<file path="config.mk">
export PLATFORM = sky130hd
export DESIGN_NAME = keypad_note_tracker
export DESIGN_NICKNAME = d
export VERILOG_FILES = /design/src/rtl/keypad_note_tracker.sv
export SDC_FILE = /design/constraint.sdc
export NUM_CORES = 1
export LEC_CHECK = 0
export CAP_MARGIN = 10
export CORE_ASPECT_RATIO = 1.2
export CORE_MARGIN = 4
export CORE_UTILIZATION = 55
export CTS_CLUSTER_DIAMETER = 120
export CTS_CLUSTER_SIZE = 25
export DETAILED_ROUTE_END_ITERATION = 12
export GPL_TIMING_DRIVEN = 0
export PLACE_DENSITY = 0.75
export SYNTH_ARGS = -nofsm -noshare
export SYNTH_HDL_FRONTEND = slang
export SYNTH_SLANG_ARGS = --single-unit
</file>
<file path="constraint.sdc">
create_clock -name clk -period 2.89 [get_ports clk]
set_clock_uncertainty 0.05 [all_clocks]
set_input_delay 0.4335 -clock clk [delete_from_list [all_inputs] [get_ports clk]]
set_output_delay 0.4335 -clock clk [all_outputs]
set_load 0.01 [all_outputs]
</file>
<file path="src/rtl/keypad_note_tracker.sv">
`default_nettype none
// ============================================================================
//  Module      : keypad_note_tracker
//  Description : Turns the priority-encoded keypad stream into discrete note
//                press/release events for the voice/oscillator logic.
//                - Filters {keycode, strobe} for stability.
//                - Tracks the single held key and the current octave.
//                - Presents events on a one-entry valid/ready slot.
//
//  Ports
//    clk              system clock
//    rst              synchronous active-high reset
//    keycode[4:0]     encoded key index from keypad encoder
//    strobe           1 = a key is pressed (keycode valid)
//    octave_key_up    synchronized level, octave up button
//    octave_key_down  synchronized level, octave down button
//    evt_ready        downstream accepts the event this cycle
//    evt_valid        event slot occupied
//    evt_press        1 = press event, 0 = release event
//    evt_note[6:0]    note number = octave*12 + keycode
//    octave[2:0]      current octave
//    key_held         1 while a press has been emitted without its release
//
//  Revision    : 1.0  initial release
// ============================================================================
module keypad_note_tracker #(
    parameter int STABLE_CYCLES  = 4,
    parameter int NUM_KEYS       = 17,
    parameter int DEFAULT_OCTAVE = 4,
    parameter int MAX_OCTAVE     = 7
) (
    input  logic       clk,
    input  logic       rst,
    input  logic [4:0] keycode,
    input  logic       strobe,
    input  logic       octave_key_up,
    input  logic       octave_key_down,
    input  logic       evt_ready,
    output logic       evt_valid,
    output logic       evt_press,
    output logic [6:0] evt_note,
    output logic [2:0] octave,
    output logic       key_held
);

    // ------------------------------------------------------------------------
    // Constants
    // ------------------------------------------------------------------------
    // The counter holds "edges seen with this sample, minus one", so it only
    // needs to reach STABLE_CYCLES-1.
    localparam int               CNT_W   = (STABLE_CYCLES > 1) ? $clog2(STABLE_CYCLES) : 1;
    localparam logic [CNT_W-1:0] CNT_MAX = CNT_W'(STABLE_CYCLES - 1);
    localparam logic [2:0]       OCT_MAX = 3'(MAX_OCTAVE);
    localparam logic [2:0]       OCT_RST = 3'(DEFAULT_OCTAVE);
    localparam logic [6:0]       SEMIS   = 7'd12;

    typedef enum logic [1:0] {
        ST_IDLE = 2'd0,
        ST_HELD = 2'd1,
        ST_SWAP = 2'd2
    } state_t;

    // ------------------------------------------------------------------------
    // Candidate: "no key" is carried as vld=0 with the key field forced to 0
    // so that every "no key" flavour (strobe low, out-of-range code) compares
    // equal in the stability filter.
    // ------------------------------------------------------------------------
    logic       cand_vld;
    logic [4:0] cand_key;

    always_comb begin
        cand_vld = strobe && (int'(keycode) < NUM_KEYS);
        cand_key = cand_vld ? keycode : 5'd0;
    end

    // ------------------------------------------------------------------------
    // Stability filter
    // ------------------------------------------------------------------------
    logic             samp_vld_q, samp_vld_d;
    logic [4:0]       samp_key_q, samp_key_d;
    logic [CNT_W-1:0] cnt_q, cnt_d;
    logic             acc_vld_q, acc_vld_d;
    logic [4:0]       acc_key_q, acc_key_d;
    logic             same_sample;

    always_comb begin
        same_sample = (cand_vld == samp_vld_q) && (cand_key == samp_key_q);
        samp_vld_d  = cand_vld;
        samp_key_d  = cand_key;
        if (!same_sample) begin
            cnt_d = '0;
        end else if (cnt_q == CNT_MAX) begin
            cnt_d = cnt_q;
        end else begin
            cnt_d = cnt_q + CNT_W'(1);
        end
        // Accept on the edge that completes STABLE_CYCLES identical samples;
        // re-accepting the same value on later edges is harmless.
        if (cnt_d == CNT_MAX) begin
            acc_vld_d = cand_vld;
            acc_key_d = cand_key;
        end else begin
            acc_vld_d = acc_vld_q;
            acc_key_d = acc_key_q;
        end
    end

    // ------------------------------------------------------------------------
    // Octave up/down with rising-edge detect and saturation
    // ------------------------------------------------------------------------
    logic       up_q, dn_q;
    logic [2:0] oct_q, oct_d;
    logic       up_rise, dn_rise;

    always_comb begin
        up_rise = octave_key_up & ~up_q;
        dn_rise = octave_key_down & ~dn_q;
        oct_d   = oct_q;
        if (up_rise && !dn_rise && (oct_q < OCT_MAX)) begin
            oct_d = oct_q + 3'd1;
        end else if (dn_rise && !up_rise && (oct_q != 3'd0)) begin
            oct_d = oct_q - 3'd1;
        end
    end

    // ------------------------------------------------------------------------
    // Note FSM and event slot
    // ------------------------------------------------------------------------
    state_t     state_q, state_d;
    logic [4:0] held_key_q, held_key_d;
    logic [6:0] held_note_q, held_note_d;
    logic       evt_valid_q, evt_valid_d;
    logic       evt_press_q, evt_press_d;
    logic [6:0] evt_note_q, evt_note_d;
    logic       slot_free;
    logic [6:0] press_note;

    always_comb begin
        state_d     = state_q;
        held_key_d  = held_key_q;
        held_note_d = held_note_q;
        // A consumed event empties the slot unless reloaded below; press and
        // note keep their last values so a stalled event stays stable.
        evt_valid_d = evt_valid_q & ~evt_ready;
        evt_press_d = evt_press_q;
        evt_note_d  = evt_note_q;
        slot_free   = ~evt_valid_q | evt_ready;
        press_note  = (7'(oct_q) * SEMIS) + 7'(acc_key_q);

        if (slot_free) begin
            case (state_q)
                ST_IDLE: begin
                    if (acc_vld_q) begin
                        evt_valid_d = 1'b1;
                        evt_press_d = 1'b1;
                        evt_note_d  = press_note;
                        held_key_d  = acc_key_q;
                        held_note_d = press_note;
                        state_d     = ST_HELD;
                    end
                end
                ST_HELD: begin
                    // Release always reports the latched note, so an octave
                    // change during the hold cannot orphan a voice.
                    if (!acc_vld_q) begin
                        evt_valid_d = 1'b1;
                        evt_press_d = 1'b0;
                        evt_note_d  = held_note_q;
                        state_d     = ST_IDLE;
                    end else if (acc_key_q != held_key_q) begin
                        evt_valid_d = 1'b1;
                        evt_press_d = 1'b0;
                        evt_note_d  = held_note_q;
                        state_d     = ST_SWAP;
                    end
                end
                ST_SWAP: begin
                    // The key may have gone away while the release waited.
                    if (acc_vld_q) begin
                        evt_valid_d = 1'b1;
                        evt_press_d = 1'b1;
                        evt_note_d  = press_note;
                        held_key_d  = acc_key_q;
                        held_note_d = press_note;
                        state_d     = ST_HELD;
                    end else begin
                        state_d = ST_IDLE;
                    end
                end
                default: begin
                    state_d = ST_IDLE;
                end
            endcase
        end
    end

    // ------------------------------------------------------------------------
    // Registers
    // ------------------------------------------------------------------------
    always_ff @(posedge clk) begin
        if (rst) begin
            samp_vld_q  <= 1'b0;
            samp_key_q  <= 5'd0;
            cnt_q       <= '0;
            acc_vld_q   <= 1'b0;
            acc_key_q   <= 5'd0;
            up_q        <= 1'b0;
            dn_q        <= 1'b0;
            oct_q       <= OCT_RST;
            state_q     <= ST_IDLE;
            held_key_q  <= 5'd0;
            held_note_q <= 7'd0;
            evt_valid_q <= 1'b0;
            evt_press_q <= 1'b0;
            evt_note_q  <= 7'd0;
        end else begin
            samp_vld_q  <= samp_vld_d;
            samp_key_q  <= samp_key_d;
            cnt_q       <= cnt_d;
            acc_vld_q   <= acc_vld_d;
            acc_key_q   <= acc_key_d;
            up_q        <= octave_key_up;
            dn_q        <= octave_key_down;
            oct_q       <= oct_d;
            state_q     <= state_d;
            held_key_q  <= held_key_d;
            held_note_q <= held_note_d;
            evt_valid_q <= evt_valid_d;
            evt_press_q <= evt_press_d;
            evt_note_q  <= evt_note_d;
        end
    end

    // ------------------------------------------------------------------------
    // Outputs
    // ------------------------------------------------------------------------
    assign evt_valid = evt_valid_q;
    assign evt_press = evt_press_q;
    assign evt_note  = evt_note_q;
    assign octave    = oct_q;
    assign key_held  = (state_q == ST_HELD);

endmodule
`default_nettype wire

</file>
==> results_dict.tcl, run 1 <==
set metrics [dict create \
    fmax_mhz 379.4 \
    critical-path-top-cell-by-count "sky130_fd_sc_hd__mux2_2" \
    track_usage_pct 18.95 \
    design.portCount 24 \
    timing.critical_path.buf_inv 1 \
    crit_path_top_delay_cell "sky130_fd_sc_hd__clkdlybuf4s50_1" \
    critPathLaunch "keycode[2]" \
    comb_power_share_pct 15.9 \
    grt_pass1_vias 1532 \
    first_pass_grt_wire_length_um 6879 \
    setup.reg_to_reg.worst_slack_ns 0.35 \
    htreeDepth 2 \
    synthArstFlopShare_pct 0 \
    routed-wl-met2_um 1954 \
    net_switching_power_figure_mw 0.3237 \
    synth_top_flop_cell "sky130_fd_sc_hd__dfxtp_1" \
    cts_tree "done" \
    setup_viol 0 \
    drt-initial-drc-count 83 \
    drive_gt1_share_pct 8.765 \
    share_clk_of_total_power_pct 38.6 \
    count_of_distinct_cell_types_in_the_synthesized_netlist 39 \
    finalCoreUtilization_pct 69.68 \
    grt_start_max_net_pins 13 \
    clock_sinks 40 \
    hold_path.startpoint "rst" \
    synth.net_count 242 \
    critical_path.reg2reg.startpoint "octave[0]" \
    number_of_enable_flip_flop_cells_after_synthesis 0 \
    io_buffer_count 22 \
    finalWeightedCongestion 0.7775 \
    die-height_um 73.61 \
    critical_path.max_fanout 6 \
    die-width_um 62.68 \
    synth-xor-area-share_pct 4.883 \
    layout-area-overhead-vs-synth_pct 19.91 \
    timing.final.crit_period_ns 2.636 \
    cts-root-buf "sky130_fd_sc_hd__clkbuf_8" \
    met3_length_um 122 \
    cts_buffer_depth 2 \
    synth.ff_latch_count 40 \
    p_sw_share_pct 25.05 \
    core_area_um2 3396 \
    route.final.wire_length_um 3933 \
    fin_tns_setup_ns 0 \
    ys_warn_count 0 \
    place_hpwl_um 2890 \
    holdWs_ns 0.3514 \
    cts_hold_repair.buffers 0 \
    cpLargestDelayFamily "multiplexers" \
    syn_area_per_cell_um2 8.928 \
    post_route_clock_period_utilization_pct 91.21 \
    maxSlewHeadroom_pct 61.48 \
    grt_overflow_total 0 \
    power_density_nw_per_um2 546.2 \
    synth_simple_gate_area_share_pct 21.88 \
    highest-signal-layer "met4" \
    wl_met1_um 1795 \
    timing.critical_path.cells "clkdlybuf4s50_1 > o41ai_1 > nand2_1 > mux2_2 > nor4_4 > mux2_2" \
    drv_slew 0 \
    post-cts-setup-buffers 0 \
    critPathRequiredTime_ns 3.03 \
    post_synthesis_cell_count 221 \
    synth_compound_area_share_pct 14.39 \
    share_seq_of_total_power_pct 45.5 \
    filler_cell_count 279 \
    synth_top_family_by_area "simple AND/OR/NAND/NOR gates" \
    clk_pin_slew_ns 0.08 \
    cts_buffers 5 \
    outcome "complete, no violations" \
    mappedNetlistArea_um2 1973 \
    cp-start-kind "input port" \
    die_area_um2 4614 \
    irDropWorstVdd_mv 0.3760 \
    leak_nw 0.8449 \
    tightestPinTransition_ns 0.5688 \
    clock_insertion_delay_worst_skew_ns 0.29 \
    grt_antenna_before_repair 0 \
    drt-pass1-iter-count 4 \
    post_synth_mux_area_share_pct 7.546 \
    antenna_cells_inserted 0 \
    timing.max_cap.violations 0 \
    placementRows 23 \
    min_path_type "in2reg" \
    sequential_area_share_after_synthesis_pct 40.58 \
    drt_drc_violations_left 0 \
    critPathCaptureType "register" \
    rsz_0062_raised_after_global_routing "no" \
    critical-path-max-stage-delay_ns 0.50 \
    timing.setup.critical_path_class "in2reg" \
    routed_via_density 5.594 \
    internal_power_contribution_mw 0.9686 \
    routed-via-count 1611 \
    antenna_violating_nets_post_route 0 \
    critPathArrivalTime_ns 2.77 \
    cts_resized 0 \
    finish.net_count 271 \
    route.detailed.wl_per_inst_um 13.66 \
    initial_utilization_pct 58.11 \
    timing_hold_violations_final 0 \
    yosys.area_share.adder_pct 7.483 \
]
## routing by layer
metal  vias to the layer above  track usage [%]
met5                         -                0
met4                         0            7.598
met2                        24            32.58
met3                         7            5.046
li1                        819                -
met1                       761            22.68
## power groups by stage
stage	registers, mW	clock network, mW	logic, mW
after floorplan	0.601	0	0.135
after global placement	0.600	0	0.202
after detailed placement	0.600	0	0.207
after CTS	0.587	0.508	0.209
after global routing	0.592	0.530	0.233
final	0.588	0.498	0.206
## cell usage in the layout (no fill, tap or decap), types with 2 or more instances in the layout
master and count:
sky130_fd_sc_hd__nand3_1 3, sky130_fd_sc_hd__or2_2 2, sky130_fd_sc_hd__nand4_1 4, sky130_fd_sc_hd__clkdlybuf4s50_1 22, sky130_fd_sc_hd__xor2_1 2, sky130_fd_sc_hd__inv_1 8, sky130_fd_sc_hd__mux2i_1 7, sky130_fd_sc_hd__clkbuf_1 6
sky130_fd_sc_hd__o21a_1 2, sky130_fd_sc_hd__clkbuf_8 7, sky130_fd_sc_hd__a21oi_1 25, sky130_fd_sc_hd__nor2_1 10, sky130_fd_sc_hd__a211oi_1 7, sky130_fd_sc_hd__mux2_2 7, sky130_fd_sc_hd__nand2_1 31, sky130_fd_sc_hd__ha_1 7
sky130_fd_sc_hd__nand2b_1 7, sky130_fd_sc_hd__nand3b_1 2, sky130_fd_sc_hd__nor2b_1 12, sky130_fd_sc_hd__fa_1 3, sky130_fd_sc_hd__o21ai_0 6, sky130_fd_sc_hd__xnor2_1 9, sky130_fd_sc_hd__dfxtp_1 40, sky130_fd_sc_hd__nor3_1 4
## path summary, 6_finish.rpt
path,cells after the start,end
min reg2reg,1,cnt_q[0]
max,6,acc_key_q[1]
max reg2reg,10,evt_note[6]
min,2,up_q
## Yosys cell counts (all sizes together) (2+ instances only)
cell    number  area (um2)
dfxtp       40       800.8
nand2       31       116.4
a21oi       25       125.1
nor2b       12       75.07
nor2        10       37.54
xnor2        9       78.83
inv          8       30.03
a211oi       7       52.55
ha           7       87.58
mux2         7       78.83
mux2i        7       70.07
nand2b       7       43.79
o21ai        7       35.03
clkbuf       6       22.52
nand4        4       25.02
nor3         4       20.02
fa           3       60.06
nand3        3       15.01
and2         2       13.77
buf          2       11.26
nand3b       2       15.01
o21a         2       15.01
or2          2       12.51
xor2         2       17.52
## cells by family after synthesis
group                      count (synthesis)
xor gates and xnor gates                  11
DFF                                       40
adders and majority gates                 10
muxes                                     14
and+or+nand+nor                           82
buffers and inverters                     16
AOI/OAI and AO/OA                         48
## per-stage QoR
stage / setup slack [ns] / std cells / power, mW / area [um2]
after floorplan: 0.5322 / 221 / 0.7358 / 1973
after global placement: -0.02182 / 280 / 0.8026 / 2240
after detailed placement: -0.04564 / 280 / 0.8078 / 2240
after CTS: 0.2484 / 288 / 1.305 / 2366
after global routing: 0.05838 / 288 / 1.355 / 2366
final: 0.2541 / 288 / 1.292 / 2366
## cell type report
| class | instances | area [um2] | area share (%) |
|---|---|---|---|
| flip-flops and latches | 40 | 800.8 | 33.84 |
| inverters | 8 | 30.03 | 1.269 |
| repair buffers | 22 | 220.2 | 9.307 |
| multi-input cells | 165 | 1109 | 46.85 |
| clock buffers | 7 | 96.34 | 4.072 |
| well taps | 37 | 46.29 | 1.957 |
| clock inverters | 1 | 30.03 | 1.269 |
| plain buffers | 8 | 33.78 | 1.428 |
## registers in the layout, indices dropped and copies added (netlist names)
signal	count
evt_valid	1
held_key_q	5
octave	3
cnt_q	2
dn_q	1
acc_vld_q	1
acc_key_q	5
evt_note	7
held_note_q	5
up_q	1
samp_key_q	5
samp_vld_q	1
evt_press	1
state_q	2
(Power assumes the default switching activity.)
==> inputs of run 2 (changes only) <==
- RECOVER_POWER: not set -> 100
==> run 2 against run 1 <==
  * Worst hold slack is essentially flat
  * Final area shrank 0.16%
  * Via count is 0.12% lower
  * Clock power hardly changed
  * Final cell count stayed put
  * Sequential cell count unchanged
  * Critical path type unchanged
==> results_dict.tcl, run 2 (synthesis gave the netlist of run 1 again) <==
set metrics [dict create \
    finish.net_count 271 \
    drt_drc_violations_left 0 \
    htreeDepth 2 \
    timing.final.crit_period_ns 2.691 \
    antenna_cells_inserted 0 \
    critPathCaptureType "register" \
    io_buffer_count 22 \
    die_area_um2 4614 \
    cts_buffers 5 \
    net_switching_power_figure_mw 0.3230 \
    routed_via_density 5.587 \
    post-cts-setup-buffers 0 \
    grt_pass1_vias 1532 \
    finalWeightedCongestion 0.7775 \
    cp-start-kind "input port" \
    grt_antenna_before_repair 0 \
    core_area_um2 3396 \
    timing_hold_violations_final 0 \
    filler_cell_count 281 \
    share_seq_of_total_power_pct 45.7 \
    timing.critical_path.buf_inv 1 \
    crit_path_top_delay_cell "sky130_fd_sc_hd__nor4_4" \
    drive_gt1_share_pct 7.968 \
    cts-root-buf "sky130_fd_sc_hd__clkbuf_8" \
    first_pass_grt_wire_length_um 6879 \
    layout-area-overhead-vs-synth_pct 19.72 \
    drt-initial-drc-count 87 \
    cts_buffer_depth 2 \
    critPathRequiredTime_ns 3.03 \
    comb_power_share_pct 15.6 \
    place.detailed.instances 280 \
    drv_slew 0 \
    final-instance-count-excl-fill 288 \
    layout_common_cells "sky130_fd_sc_hd__dfxtp_1 (40), sky130_fd_sc_hd__nand2_1 (31), sky130_fd_sc_hd__a21oi_1 (25)" \
    min_path_type "in2reg" \
    route.final.wire_length_um 3928 \
    critPathArrivalTime_ns 2.83 \
    power_density_nw_per_um2 544.6 \
    route.detailed.wl_per_inst_um 13.64 \
    grt_start_max_net_pins 13 \
    placementRows 23 \
    timing.max_cap.violations 0 \
    outcome "complete, no violations" \
    fmax_mhz 371.6 \
    most_common_cell_after_layout_fill_and_taps_aside "sky130_fd_sc_hd__dfxtp_1" \
    internal_power_contribution_mw 0.9634 \
    setup_viol 0 \
    timing.critical_path.cells "clkdlybuf4s50_1 > o41ai_1 > nand2_1 > mux2_1 > nor4_4 > mux2_2" \
    tightestPinTransition_ns 0.5695 \
    layout_setup_ws_ns 0.1990 \
    clock_sinks 40 \
    rsz_0062_raised_after_global_routing "no" \
    design.portCount 24 \
    pre_cts_slack_ns -0.04564 \
    die-height_um 73.61 \
    p_sw_share_pct 25.11 \
    critical-path-max-stage-delay_ns 0.51 \
    irDropWorstVdd_mv 0.3759 \
    drt-pass1-iter-count 4 \
    cpLargestDelayFamily "multiplexers" \
    largest_register_ffs 7 \
    cts_hold_repair.buffers 0 \
    timing.setup.critical_path_class "in2reg" \
    post_route_clock_period_utilization_pct 93.12 \
    antenna_violating_nets_post_route 0 \
    die-width_um 62.68 \
    place_area_um2 2240 \
    finalInstanceArea_um2 2362 \
    clock_insertion_delay_worst_skew_ns 0.29 \
    critical_path.max_fanout 6 \
    place_hpwl_um 2890 \
    track_usage_pct 18.95 \
    maxSlewHeadroom_pct 61.44 \
    initial_utilization_pct 58.11 \
    cts_resized 0 \
    cts_tree "done" \
    grt_overflow_total 0 \
    leak_nw 0.8820 \
    clk_pin_slew_ns 0.08 \
    routed-via-count 1609 \
    share_clk_of_total_power_pct 38.7 \
]
run 2: cell types whose count changed in the layout (fill, tap and decap cells not counted):
cell | before | now
sky130_fd_sc_hd__buf_1 | 1 | 0
sky130_fd_sc_hd__clkbuf_1 | 6 | 7
sky130_fd_sc_hd__clkdlybuf4s50_1 | 22 | 5
sky130_fd_sc_hd__and2_1 | 1 | 0
sky130_fd_sc_hd__dlygate4sd3_1 | 0 | 17
sky130_fd_sc_hd__or4_1 | 0 | 1
sky130_fd_sc_hd__mux2_2 | 7 | 6
sky130_fd_sc_hd__and2_0 | 0 | 1
sky130_fd_sc_hd__or4_4 | 1 | 0
sky130_fd_sc_hd__mux2_1 | 0 | 1
run 2: cell type report:
type	count	area (um2)	share of cell area (%)
Clock buffer	7	96.34	4.078
Buffer	8	33.78	1.430
Inverter	8	30.03	1.271
Timing Repair Buffer	22	220.2	9.322
Tap cell	37	46.29	1.960
Multi-Input combinational cell	165	1105	46.77
Sequential cell	40	800.8	33.90
Clock inverter	1	30.03	1.271
run 2: final timing paths:
kind,start,endpoint,slack [ns],cells past startpoint
max,keycode[2],acc_key_q[1],0.20,6
min reg2reg,cnt_q[0],cnt_q[0],0.40,1
min,rst,up_q,0.35,2
max reg2reg,octave[0],evt_note[6],0.36,10
run 2: power groups by stage:
stage	combinational, mW	sequential [mW]	clock, mW
after global placement	0.202	0.600	0
after CTS	0.209	0.587	0.508
after detailed placement	0.207	0.600	0
final	0.201	0.588	0.498
after floorplan	0.135	0.601	0
after global routing	0.228	0.591	0.530
run 2: metal layers:
| metal | global-route usage, % | part of all wire, % | vias up |
|---|---|---|---|
| met5 | 0 | 0 | - |
| met3 | 5.046 | 3.0 | 7 |
| met4 | 7.598 | 1.6 | 0 |
| met1 | 22.68 | 46 | 758 |
| li1 | - | - | 820 |
| met2 | 32.58 | 50 | 24 |
run 2: metrics by stage:
| step | power, mW | TNS [ns] | hold WS [ns] | util [%] |
|---|---|---|---|---|
| 3_5_place_dp | 0.8078 | -0.2638 | 0.3891 | 65.95 |
| 6_report | 1.286 | 0 | 0.3511 | 69.57 |
| 2_1_floorplan | 0.7358 | 0 | 0.3674 | - |
| 4_1_cts | 1.305 | 0 | 0.3450 | 69.68 |
| 3_3_place_gp | 0.8026 | -0.1112 | 0.3889 | 65.95 |
| 5_1_grt | 1.349 | 0 | 0.3485 | 69.57 |
==> inputs of run 3 (changes only) <==
- ABC_AREA: not set -> 1
==> run 3 against run 2 <==
  * Sequential share of layout area is 0.44 points higher
  * Global-route usage is 0.48 points lower
  * Setup slack better by 0.23 ns
  * Area after synthesis is 3.0% higher
  * Register-to-register slack better by 0.07 ns
  * Via count is 7.6% higher
  * Critical path depth is 5 higher
  * Maximum frequency is 9.1% higher
  * Clock power is 29% lower
  * Critical endpoint is now acc_vld_q
  * Largest cell class unchanged
==> results_dict.tcl, run 3 <==
set metrics [dict create \
    outcome "complete, no violations" \
    synth.net_count 293 \
    design.portCount 24 \
    critical-path-top-cell-by-count "sky130_fd_sc_hd__nor2_1" \
    seq_area_um2 800.8 \
    htreeDepth 2 \
    drt_drc_violations_left 0 \
    timing.max_cap.violations 0 \
    routed-via-count 1731 \
    cts_buffers 5 \
    layout-area-overhead-vs-synth_pct 14.78 \
    finalInstanceArea_um2 2332 \
    ys_warn_count 0 \
    setup_viol 0 \
    timing.final.crit_period_ns 2.466 \
    drt-initial-drc-count 105 \
    filler_cell_count 314 \
    gr_util_met1_pct 20.85 \
    syn_area_per_cell_um2 7.470 \
    cts_buffer_depth 2 \
    cts_tree "done" \
    critPathArrivalTime_ns 2.61 \
    dominant_cells_by_area_after_synthesis "sky130_fd_sc_hd__dfxtp_1 (39%), sky130_fd_sc_hd__nand2_1 (8.3%), sky130_fd_sc_hd__nor2_1 (8.1%)" \
    number_of_enable_flip_flop_cells_after_synthesis 0 \
    place_area_um2 2298 \
    count_of_distinct_cell_types_in_the_synthesized_netlist 33 \
    place_hpwl_um 2963 \
    first_pass_grt_wire_length_um 6906 \
    drv_slew 0 \
    antenna_violating_nets_post_route 0 \
    drt-pass1-iter-count 4 \
    maxSlewHeadroom_pct 58.94 \
    critPathRequiredTime_ns 3.03 \
    timing.critical_path.cells "dlygate4sd3_1 > nor2_1 > nand2_2 > nand2_1 > nand3_2 > nand2_1 > nand2_1 > nor2_1 > nand4_1 > nor2_1 > nor2_1" \
    timing_hold_violations_final 0 \
    multiInputGateArea_um2 1011 \
    irDropWorstVdd_mv 0.4716 \
    track_usage_pct 18.47 \
    io_buffer_count 22 \
    cp-start-kind "input port" \
    holdWs_ns 0.3812 \
    largest_register_ffs 7 \
    antenna_cells_inserted 0 \
    die-width_um 63.49 \
    critical-path-max-stage-delay_ns 0.58 \
    finish.net_count 322 \
    routed_via_density 5.121 \
    sequential_area_share_after_synthesis_pct 39.41 \
    clk_pin_slew_ns 0.08 \
    cts_resized 0 \
    finalWeightedCongestion 0.7813 \
    route.detailed.wl_per_inst_um 11.52 \
    power_density_nw_per_um2 490.8 \
    placementRows 23 \
    synthMostInstantiatedCell "sky130_fd_sc_hd__nand2_1" \
    rsz_0062_raised_after_global_routing "no" \
    fin_tns_setup_ns 0 \
    synth.ff_latch_count 40 \
    leak_nw 1.122 \
    initial_utilization_pct 58.84 \
    layout_common_cells "sky130_fd_sc_hd__nor2_1 (48), sky130_fd_sc_hd__nand2_1 (46), sky130_fd_sc_hd__dfxtp_1 (40)" \
    min_path_type "reg2reg" \
    synth_top_flop_cell "sky130_fd_sc_hd__dfxtp_1" \
    grt_overflow_total 0 \
    most_common_cell_after_layout_fill_and_taps_aside "sky130_fd_sc_hd__nor2_1" \
    mappedNetlistArea_um2 2032 \
    grt_pass1_vias 1618 \
    route.final.wire_length_um 3895 \
    critical_path.max_fanout 9 \
    synth.largest_area_cell "sky130_fd_sc_hd__dfxtp_1" \
    synthArstFlopShare_pct 0 \
    drive_gt1_share_pct 6.977 \
    cts_hold_repair.buffers 0 \
    timing.setup.critical_path_class "in2reg" \
    tightestPinTransition_ns 0.6136 \
    top_usage_layer "met2" \
    clock_sinks 40 \
    post-cts-setup-buffers 0 \
    core_area_um2 3453 \
    global_route.usage.met3_pct 4.532 \
    die_area_um2 4735 \
    ys_top_cells_by_count "sky130_fd_sc_hd__nand2_1 (45), sky130_fd_sc_hd__nor2_1 (44), sky130_fd_sc_hd__dfxtp_1 (40)" \
    setup.reg_to_reg.worst_slack_ns 0.43 \
    grt_antenna_before_repair 0 \
    grtUsageMet2_pct 34.34 \
    grt_start_max_net_pins 12 \
    crit_path_top_delay_cell "sky130_fd_sc_hd__dlygate4sd3_1" \
    post_route_clock_period_utilization_pct 85.31 \
    clock_insertion_delay_worst_skew_ns 0.30 \
    cts-root-buf "sky130_fd_sc_hd__clkbuf_8" \
    post_synthesis_cell_count 272 \
    fmax_mhz 405.6 \
    yosys.area.top_type_share_pct 39.41 \
    die-height_um 74.59 \
    critPathCaptureType "register" \
]
[run 3: changes by cell type after synthesis, sizes merged, moves of 12 or more]
| cell | delta |
|---|---|
| o21ai | +21 |
| nor2 | +40 |
| nand3 | +12 |
| nand2 | +18 |
| inv | +29 |
| nor2b | -12 |
[run 3: logic make-up (layout without fill, tap and decap cells)]
| family | after synthesis | after routing | share of synthesized area, % |
|---|---|---|---|
| simple gates | 123 | 123 | 28.70 |
| buf+inv | 44 | 73 | 8.743 |
| compound gates | 46 | 46 | 12.01 |
| flops | 40 | 40 | 39.41 |
| xor+xnor | 9 | 9 | 3.879 |
| fa+ha+maj | 10 | 10 | 7.266 |
[run 3: report_power, final]
group          leakage, nW  total [mW]  internal, mW  switching (mW)
sequential           0.325       0.590         0.571          0.0189
combinational        0.756       0.201        0.0862           0.115
clock               0.0410       0.353         0.164           0.189
[run 3: final timing paths]
path,from,end,cells after the start
setup / recovery,keycode[0],acc_vld_q,11
hold / removal,cnt_q[0],cnt_q[0],1
setup reg to reg,octave[0],evt_note[5],12
hold reg to reg,cnt_q[0],cnt_q[0],1
[run 3: cell type report]
class                   count  share of cell area (%)
inverters                  38                   6.116
well taps                  37                   1.985
repair buffers             22                   9.442
flip-flops and latches     40                   34.33
plain buffers               6                   1.448
clock buffers               6                   3.112
multi-input cells         188                   43.35
clock inverters             1                  0.2146
[run 3: worst max-delay path, delay by kind of cell]
family / cells / cell delay (ns)
and+or+nand+nor: 10 / 1.58
buffers and inverters: 1 / 0.58
[run 3: layer usage]
| metal | part of all wire [%] | vias up |
|---|---|---|
| met1 | 46 | 780 |
| met4 | 1.2 | 0 |
| li1 | - | 921 |
| met3 | 3.8 | 6 |
| met2 | 49 | 24 |
| met5 | 0 | - |
[run 3: stage by stage]
| stage | std cells | util [%] | worst slack [ns] | power (mW) |
|---|---|---|---|---|
| after floorplan | 272 | - | 0.5751 | 0.7522 |
| after global placement | 331 | 66.56 | 0.4663 | 0.8150 |
| after detailed placement | 331 | 66.56 | 0.4508 | 0.8211 |
| after CTS | 338 | 68.80 | 0.4321 | 1.169 |
| after global routing | 338 | 67.54 | 0.1678 | 1.208 |
| final | 338 | 67.54 | 0.4244 | 1.145 |
